`config.mk`:
```
export PLATFORM = sky130hd
export DESIGN_NAME = instn_encode
export DESIGN_NICKNAME = d
export VERILOG_FILES = /design/src/rtl/riscv_pkg.sv /design/src/rtl/instn_pack.sv /design/src/rtl/instn_encode.sv
export SDC_FILE = /design/constraint.sdc
export NUM_CORES = 1
export LEC_CHECK = 0
export CELL_PAD_IN_SITES_DETAIL_PLACEMENT = 1
export CELL_PAD_IN_SITES_GLOBAL_PLACEMENT = 1
export CORE_MARGIN = 2
export CORE_UTILIZATION = 32
export CTS_CLUSTER_DIAMETER = 80
export DETAILED_ROUTE_END_ITERATION = 10
export HOLD_SLACK_MARGIN = 0.05
export PLACE_DENSITY = 0.91
export SLEW_MARGIN = 30
export SYNTH_ARGS = -nofsm -noshare
export SYNTH_HDL_FRONTEND = slang
export SYNTH_HIERARCHICAL = 1
export SYNTH_SLANG_ARGS = --single-unit
```
`constraint.sdc`:
```
create_clock -name clk -period 1.9 [get_ports clk]
set_input_delay 0.57 -clock clk [delete_from_list [all_inputs] [get_ports clk]]
set_output_delay 0.57 -clock clk [all_outputs]
set_load 0.05 [all_outputs]
```
`src/rtl/riscv_pkg.sv`:
```
// Shared RISC-V encoding definitions: instruction formats, encoder FSM
// states, opcode constants and the canonical NOP.
package riscv_pkg;

  typedef enum logic [2:0] {
    FMT_R = 3'd0,
    FMT_I = 3'd1,
    FMT_S = 3'd2,
    FMT_B = 3'd3,
    FMT_U = 3'd4,
    FMT_J = 3'd5
  } fmt_e;

  typedef enum logic [1:0] {
    IDLE  = 2'd0,
    LOAD  = 2'd1,
    DRAIN = 2'd2,
    FIN   = 2'd3
  } state_e;

  localparam logic [6:0] OPC_LOAD   = 7'h03;
  localparam logic [6:0] OPC_IMM    = 7'h13;
  localparam logic [6:0] OPC_AUIPC  = 7'h17;
  localparam logic [6:0] OPC_STORE  = 7'h23;
  localparam logic [6:0] OPC_OP     = 7'h33;
  localparam logic [6:0] OPC_LUI    = 7'h37;
  localparam logic [6:0] OPC_BRANCH = 7'h63;
  localparam logic [6:0] OPC_JALR   = 7'h67;
  localparam logic [6:0] OPC_JAL    = 7'h6F;

  // addi x0, x0, 0
  localparam logic [31:0] NOP = {25'd0, OPC_IMM};

  // True when every bit selected by mask is equal, i.e. the value is a
  // correctly sign-extended immediate of the width left unmasked.
  function automatic logic upper_same(input logic [31:0] v, input logic [31:0] mask);
    return ((v & mask) == mask) || ((v & mask) == 32'd0);
  endfunction

endpackage

```
`src/rtl/instn_pack.sv`:
```
// Combinational field-to-word packer for RV32 base formats.
// Optional IMM_CHECK_EN flags immediates that do not fit their format.
module instn_pack
  import riscv_pkg::*;
(
  input  logic [2:0]  fmt,
  input  logic [6:0]  op,
  input  logic [2:0]  funct3,
  input  logic [6:0]  funct7,
  input  logic [4:0]  rd,
  input  logic [4:0]  rs1,
  input  logic [4:0]  rs2,
  input  logic [31:0] imm,
  output logic [31:0] word,
  output logic        fmt_bad,
  output logic        imm_bad
);

  fmt_e f;
  assign f = fmt_e'(fmt);

  // Place common and format-specific fields; illegal formats become a NOP.
  always_comb begin
    word    = 32'd0;
    fmt_bad = 1'b0;
    word[6:0] = op;
    case (f)
      FMT_R: begin
        word[11:7]  = rd;
        word[14:12] = funct3;
        word[19:15] = rs1;
        word[24:20] = rs2;
        word[31:25] = funct7;
      end
      FMT_I: begin
        word[11:7]  = rd;
        word[14:12] = funct3;
        word[19:15] = rs1;
        word[31:20] = imm[11:0];
      end
      FMT_S: begin
        word[11:7]  = imm[4:0];
        word[14:12] = funct3;
        word[19:15] = rs1;
        word[24:20] = rs2;
        word[31:25] = imm[11:5];
      end
      FMT_B: begin
        word[7]     = imm[11];
        word[11:8]  = imm[4:1];
        word[14:12] = funct3;
        word[19:15] = rs1;
        word[24:20] = rs2;
        word[30:25] = imm[10:5];
        word[31]    = imm[12];
      end
      FMT_U: begin
        word[11:7]  = rd;
        word[31:12] = imm[31:12];
      end
      FMT_J: begin
        word[11:7]  = rd;
        word[19:12] = imm[19:12];
        word[20]    = imm[11];
        word[30:21] = imm[10:1];
        word[31]    = imm[20];
      end
      default: begin
        word    = NOP;
        fmt_bad = 1'b1;
      end
    endcase
  end

`ifdef IMM_CHECK_EN
  // Flag immediates that lose information when truncated into the word.
  always_comb begin
    imm_bad = 1'b0;
    case (f)
      FMT_I, FMT_S: imm_bad = !upper_same(imm, 32'hFFFF_F800);
      FMT_B:        imm_bad = !upper_same(imm, 32'hFFFF_F000) || imm[0];
      FMT_J:        imm_bad = !upper_same(imm, 32'hFFF0_0000) || imm[0];
      FMT_U:        imm_bad = |imm[11:0];
      default:      imm_bad = 1'b0;
    endcase
  end
`else
  assign imm_bad = 1'b0;
`endif

endmodule

```
`src/rtl/instn_encode.sv`:
```
// Instruction encoder/loader: accepts field beats, packs them into RV32
// words and streams them into instruction memory at consecutive addresses.
// Optional build macro: IMM_CHECK_EN (immediate range checking -> err).
module instn_encode
  import riscv_pkg::*;
#(
  parameter int ADDR_W    = 10,
  parameter int BASE_ADDR = 0
) (
  input  logic              clk,
  input  logic              rst_n,
  input  logic              start,
  input  logic              in_valid,
  output logic              in_ready,
  input  logic              in_last,
  input  logic [2:0]        fmt,
  input  logic [6:0]        op,
  input  logic [2:0]        funct3,
  input  logic [6:0]        funct7,
  input  logic [4:0]        rd,
  input  logic [4:0]        rs1,
  input  logic [4:0]        rs2,
  input  logic [31:0]       imm,
  output logic              imem_we,
  input  logic              imem_ready,
  output logic [ADDR_W-1:0] imem_addr,
  output logic [31:0]       imem_wdata,
  output logic              done,
  output logic              err
);

  localparam logic [ADDR_W-1:0] BASE_A = ADDR_W'(BASE_ADDR);

  state_e      state, state_nx;
  logic [31:0] word;
  logic        fmt_bad, imm_bad;
  logic        accept, wr_fire, start_ok, slot_free;

  instn_pack u_pack (
    .fmt     (fmt),
    .op      (op),
    .funct3  (funct3),
    .funct7  (funct7),
    .rd      (rd),
    .rs1     (rs1),
    .rs2     (rs2),
    .imm     (imm),
    .word    (word),
    .fmt_bad (fmt_bad),
    .imm_bad (imm_bad)
  );

  // The output register frees up this cycle if empty or being written out,
  // which lets a new beat land in the same cycle the old one leaves.
  assign slot_free = !imem_we || imem_ready;
  assign wr_fire   = imem_we && imem_ready;
  assign in_ready  = (state == LOAD) && slot_free;
  assign accept    = in_valid && in_ready;
  assign start_ok  = (state == IDLE) && start;

  // State register.
  always_ff @(posedge clk or negedge rst_n) begin
    if (!rst_n) state <= IDLE;
    else        state <= state_nx;
  end

  // Next state and done pulse. DRAIN leaves as soon as the last word is
  // leaving the register, so done follows the final write by one cycle.
  always_comb begin
    state_nx = state;
    done     = 1'b0;
    case (state)
      IDLE:  if (start) state_nx = LOAD;
      LOAD:  if (accept && in_last) state_nx = DRAIN;
      DRAIN: if (slot_free) state_nx = FIN;
      FIN: begin
        done     = 1'b1;
        state_nx = IDLE;
      end
      default: state_nx = IDLE;
    endcase
  end

  // One-entry output register; holds while the memory stalls.
  always_ff @(posedge clk or negedge rst_n) begin
    if (!rst_n) begin
      imem_we    <= 1'b0;
      imem_wdata <= 32'd0;
    end else if (accept) begin
      imem_we    <= 1'b1;
      imem_wdata <= word;
    end else if (wr_fire) begin
      imem_we    <= 1'b0;
    end
  end

  // Write address: rebased on start, advanced per completed write (wraps).
  always_ff @(posedge clk or negedge rst_n) begin
    if (!rst_n)       imem_addr <= BASE_A;
    else if (start_ok) imem_addr <= BASE_A;
    else if (wr_fire)  imem_addr <= imem_addr + ADDR_W'(1);
  end

  // Sticky error, cleared only by an accepted start.
  always_ff @(posedge clk or negedge rst_n) begin
    if (!rst_n)                               err <= 1'b0;
    else if (start_ok)                        err <= 1'b0;
    else if (accept && (fmt_bad || imm_bad))  err <= 1'b1;
  end

endmodule
```
# After elaboration in Yosys (flattened, before gate mapping)
# Index checks and enable logic that the tools add are counted.
dict set report word_totals {
  ff_bits 46
  in_bits 73
  out_inout_bits 46
  word_cells 46
}
dict set report op_classes {
  addsub 1
  eq_ne 11
  mux 14
  n_reduce_logical 15
}
# operator n
set op_table {}
lappend op_table {{25-bit case mux with 6 select lines} 1}
lappend op_table {{10-bit 2-to-1 mux} 2}
lappend op_table {{10-bit by 1-bit adder with 10-bit output (second input constant)} 1}
lappend op_table {{2-bit case mux with 4 select lines} 1}
lappend op_table {{7-bit 2-to-1 mux} 1}
lappend op_table {{3-bit by 2-bit == test with 1-bit output (second input constant)} 2}
lappend op_table {{3-bit == test (second input constant)} 2}
lappend op_table {{1-bit logical AND} 6}
lappend op_table {{1-bit 2-to-1 mux} 6}
lappend op_table {{2-bit 2-to-1 mux} 3}
lappend op_table {{2-bit nonzero test} 3}
lappend op_table {{6-bit OR reduction} 1}
lappend op_table {{2-bit == test (second input constant)} 2}
lappend op_table {{2-bit inequality test (second input constant)} 2}
lappend op_table {{3-bit by 1-bit == test with 1-bit output (second input constant)} 1}
lappend op_table {{3-bit zero test} 1}
lappend op_table {{3-bit AND reduction} 1}
lappend op_table {{2-bit by 1-bit == test with 1-bit output (second input constant)} 1}
lappend op_table {{2-bit zero test} 1}
lappend op_table {{2-bit by 1-bit inequality test with 1-bit output (second input constant)} 1}
lappend op_table {{1-bit zero test} 1}
lappend op_table {{1-bit logical OR} 1}

# Depth between registers and ports, before layout
# Gate-level depths: netlist of run 1.
dict set report logic_depth {
  word_depth 7
  ltp_mapped 7
  depth_no_buf 6
}

# By module
# The synthesis of run 1 kept the hierarchy.
# module instances cells_per_inst area_each_um2 seq_area_each_um2
set modules_own_cells {}
lappend modules_own_cells {instn_encode 1 146 2080.7 1151.1}
lappend modules_own_cells {instn_pack 1 89 584.3 0.0}

# Worst setup path before layout of run 1
# No wires, ideal clock.
dict set report synth_timing {
  kind {register to output}
  start {reg imem_we}
  end {out in_ready}
  arrival_time_ns 1.498
  t_required_ns 1.330
  setup_slack_ns -0.168
  path_stages_with_launch 4
  n_path_buf 0
  cell_sequence {dfrtp_1 nand2b_4 inv_1 nor2_1}
}
dict set report synth_between {
  elab_chain_len 3
}
# item line
set synth_lines {}
lappend synth_lines {{start: declaration} instn_encode.sv:24} ;# output logic imem_we,
lappend synth_lines {{start signal: assignment} instn_encode.sv:87} ;# imem_we <= 1'b0;
lappend synth_lines {{start signal: assignment} instn_encode.sv:90} ;# imem_we <= 1'b1;
lappend synth_lines {{start signal: assignment} instn_encode.sv:93} ;# imem_we <= 1'b0;
lappend synth_lines {{1-bit zero test} instn_encode.sv:55} ;# assign slot_free = !imem_we || imem_ready;
lappend synth_lines {{1-bit logical OR} instn_encode.sv:55}
lappend synth_lines {{1-bit logical AND} instn_encode.sv:57} ;# assign in_ready = (state == LOAD) && slot_free;
lappend synth_lines {{end: declaration} instn_encode.sv:14} ;# output logic in_ready,
# No other way between the ends.

# Worst setup path after layout of run 1
dict set report layout_timing {
  start {reg state[1]}
  end {out in_ready}
}
dict set report layout_between {
  elab_chain_len 2
}
# item line
set layout_lines {}
lappend layout_lines {{start: declaration} instn_encode.sv:34} ;# state_e state, state_nx;
lappend layout_lines {{start signal: assignment} instn_encode.sv:64} ;# else state <= state_nx;
lappend layout_lines {{2-bit by 1-bit == test with 1-bit output} instn_encode.sv:57}
lappend layout_lines {{1-bit logical AND} instn_encode.sv:57}
# No other way between the ends.

==> results of run 1 <==
==> worst min path at each step <==
stage / slack [ps] / endpoint / start
3_5_place_dp: 500 / imem_wdata[2] / imem_wdata[2]
3_3_place_gp: 470 / imem_wdata[3] / imem_wdata[3]
2_1_floorplan: 270 / err / rst_n
6_report: 250 / imem_wdata[30] / rst_n
4_1_cts: 260 / imem_wdata[25] / rst_n
5_1_grt: 270 / imem_wdata[30] / rst_n
==> registers in the layout, summed over array words and instances, names as in the netlist <==
name,count
imem_we,1
state,2
imem_wdata,32
err,1
imem_addr,10
==> critical path, cell delays in order, from the launching register on <==
cell and delay [ps]:
dfrtp_1 430, inv_2 110, ha_4 160, inv_4 40, nor2_4 100, buf_12 140
==> cell families (layout without fill, tap and decap cells) <==
group,count (synthesis),in the layout
AO/OA/AOI/OAI,53,53
other,1,1
AND/OR/NAND/NOR,52,52
buffers and inverters,31,167
XOR/XNOR,7,7
flip-flops,46,46
adder cells (fa/ha/maj),6,6
multiplexers,39,39
==> power by group through the flow <==
stage / Clock [mW] / Sequential [mW] / Combinational, mW
floorplan: 0 / 2.83 / 1.12
global placement: 0 / 1.64 / 3.45
detailed placement: 0 / 1.66 / 3.55
CTS: 0.758 / 1.66 / 3.60
global route: 0.795 / 1.70 / 3.77
finish: 0.735 / 1.65 / 3.60
==> synthesized netlist by cell type, types with 2 or more instances <==
cell / number
a21oi_1: 4
a22o_1: 5
a22oi_1: 17
and2_1: 5
buf_2: 6
buf_4: 2
buf_6: 5
dfrtp_1: 46
ha_1: 6
inv_1: 17
mux2_1: 4
mux2_2: 3
mux2_4: 30
mux2i_1: 2
nand2_1: 14
nand2b_1: 3
nand3_1: 6
nor2_1: 11
nor2b_2: 2
nor3_1: 2
o21ai_0: 9
o22ai_1: 8
o2bb2ai_1: 5
or3_1: 2
xnor2_1: 5
xor2_1: 2
==> metal layers <==
metal	vias up	track usage, %	wire [µm]
li1	1101	-	-
met1	1175	23.33	3459
met2	75	35.33	4472
met3	16	3.715	487
met4	0	8.333	247
met5	-	0	0
==> layout make-up <==
type	instances	area, µm²	area share [%]
well taps	105	131.4	3.149
inverters	17	66.31	1.590
multi-input cells	158	1375	32.96
clock buffers	7	76.32	1.830
repair buffers	142	1341	32.15
clock inverters	1	30.03	0.7199
flip-flops and latches	46	1151	27.59
==> what timing repair did <==
item / 4_1_cts / 5_1_grt
pin swaps: 1 / 0
gates resized for setup: 11 / 2
endpoints found under the setup margin: 17 / 2
setup buffers: 1 / 2
hold endpoints to repair: 0 / 0
==> impl_metrics.tcl, run 1 <==
set metrics [dict create \
    synth-simple-area-share_pct 10.38 \
    switching_share_pct 45.53 \
    start_kind "flop" \
    power.leakage_nw 1.910 \
    path_clk_slew_ps 90 \
    synthXorXnorAreaFrac_pct 2.300 \
    setup_tns_ps 0 \
    grt_pass1_vias 2654 \
    synth_edf_count 0 \
    dieWidth_um 95.26 \
    critPathMaxFanout 4 \
    wl_per_cell_um 18.21 \
    synth_cells 235 \
    fillers 905 \
    grtUsageTotal_pct 19.87 \
    hold_violations 0 \
    grt_remaining_overflow 0 \
    seqPwrFrac_pct 27.6 \
    area_growth_pct 56.53 \
    critical_path_required_ps 1330 \
    synthAdderAreaFrac_pct 2.817 \
    whs_ps 253.6 \
    clk_latency_ps 300 \
    synth_flop_cell "dfrtp_1" \
    dp_hpwl_um 6741 \
    ys_types 40 \
    diodes 0 \
    wirelength_um 8666 \
    seq_area_frac_synth_pct 43.19 \
    endpoint "in_ready" \
    power.switching_mw 2.722 \
    port_buffers 118 \
    fp.dieH_um 95.26 \
    p_total_mw 5.979 \
    cap_viol_max_count 0 \
    setup_viol 0 \
    clockBufferDepth 2 \
    start_util_pct 32.76 \
    routed_via_density 4.973 \
    num_vias 2367 \
    yosys-top-cells-area "dfrtp_1 43%, mux2_4 17%, a22oi_1 4.8%" \
    instances_no_fill 476 \
    ctsHtreeMaxLevel 2 \
    min_period_over_period_pct 97.32 \
    post-route-drc-count 0 \
    clock-sinks 46 \
    synth_top_family_by_area "multiplexers" \
    hold_buffers 0 \
    rows 33 \
    ant_nets 0 \
    r2r_slack_ps 210 \
    design_area_mm2 0.004172 \
    crit_type "flop to primary output" \
    globalplace.congestion 0.8291 \
    cts_tree "done" \
    nNetsFinal 449 \
    io_pins 119 \
    worstPathArrival_ps 1280 \
    core_area_mm2 0.008134 \
    rsz0062_at_grt "yes" \
    final_cell_mix "68 x clkdlybuf4s50_1, 62 x buf_4, 46 x dfrtp_1, 30 x mux2_4, 17 x a22oi_1" \
    ys_ff_latch 46 \
    root_buffer "clkbuf_8" \
    finClkSkew_ps 8.031 \
    status "complete, no violations" \
    r2r_start "state[1]" \
    internal_power_mw 3.257 \
    synth_top_area_cell "dfrtp_1" \
    dpl_cell_area_mm2 0.004013 \
    drt_iter0_markers 67 \
    synth_area_mm2 0.002665 \
    crit_start "state[1]" \
    preCtsSetupSlack_ps -421.7 \
    post-route-min-period_ps 1849 \
    dieArea_mm2 0.009074 \
    hold_path.class "primary input to asynchronous set/reset pin" \
    cts_made_buffers 5 \
    drt-pass1-iter-count 4 \
    r2r-end "state[1]" \
    drive_gt1_share_pct 33.96 \
    drv_slew 0 \
    grt_max_degree 47 \
    vdd_drop_max_v 0.0007869 \
    finalWorstSetupSlack_ps 50.89 \
    combPwrFrac_pct 60.1 \
    syn-num-nets 314 \
    grt_pass1_wl_um 13800 \
    yosys_warnings 6 \
    async_flop_share_pct 100.0 \
    ff2ff_path_depth 6 \
    power_frac_clock_pct 12.3 \
    synth_top_cell_area_share_pct 43.19 \
    post-route-util_pct 51.28 \
    end_kind "primary output" \
    layout_commonest_cell "clkdlybuf4s50_1" \
    synth_compound_area_share_pct 14.23 \
    antenna_found_initial 0 \
    avgSynthCellArea_um2 11.34 \
    fmax_ghz 0.5408 \
    power_density_mw_per_mm2 1433 \
    place_inst 465 \
    synthMuxAreaShare_pct 20.61 \
]
(Power assumes the default switching activity.)
==> run 2: changes to the inputs <==
Settings changed: CTS_CLUSTER_SIZE set to 40.
==> results of run 2 <==
The final DEF is identical to that of run 1; final timing and power are the same.
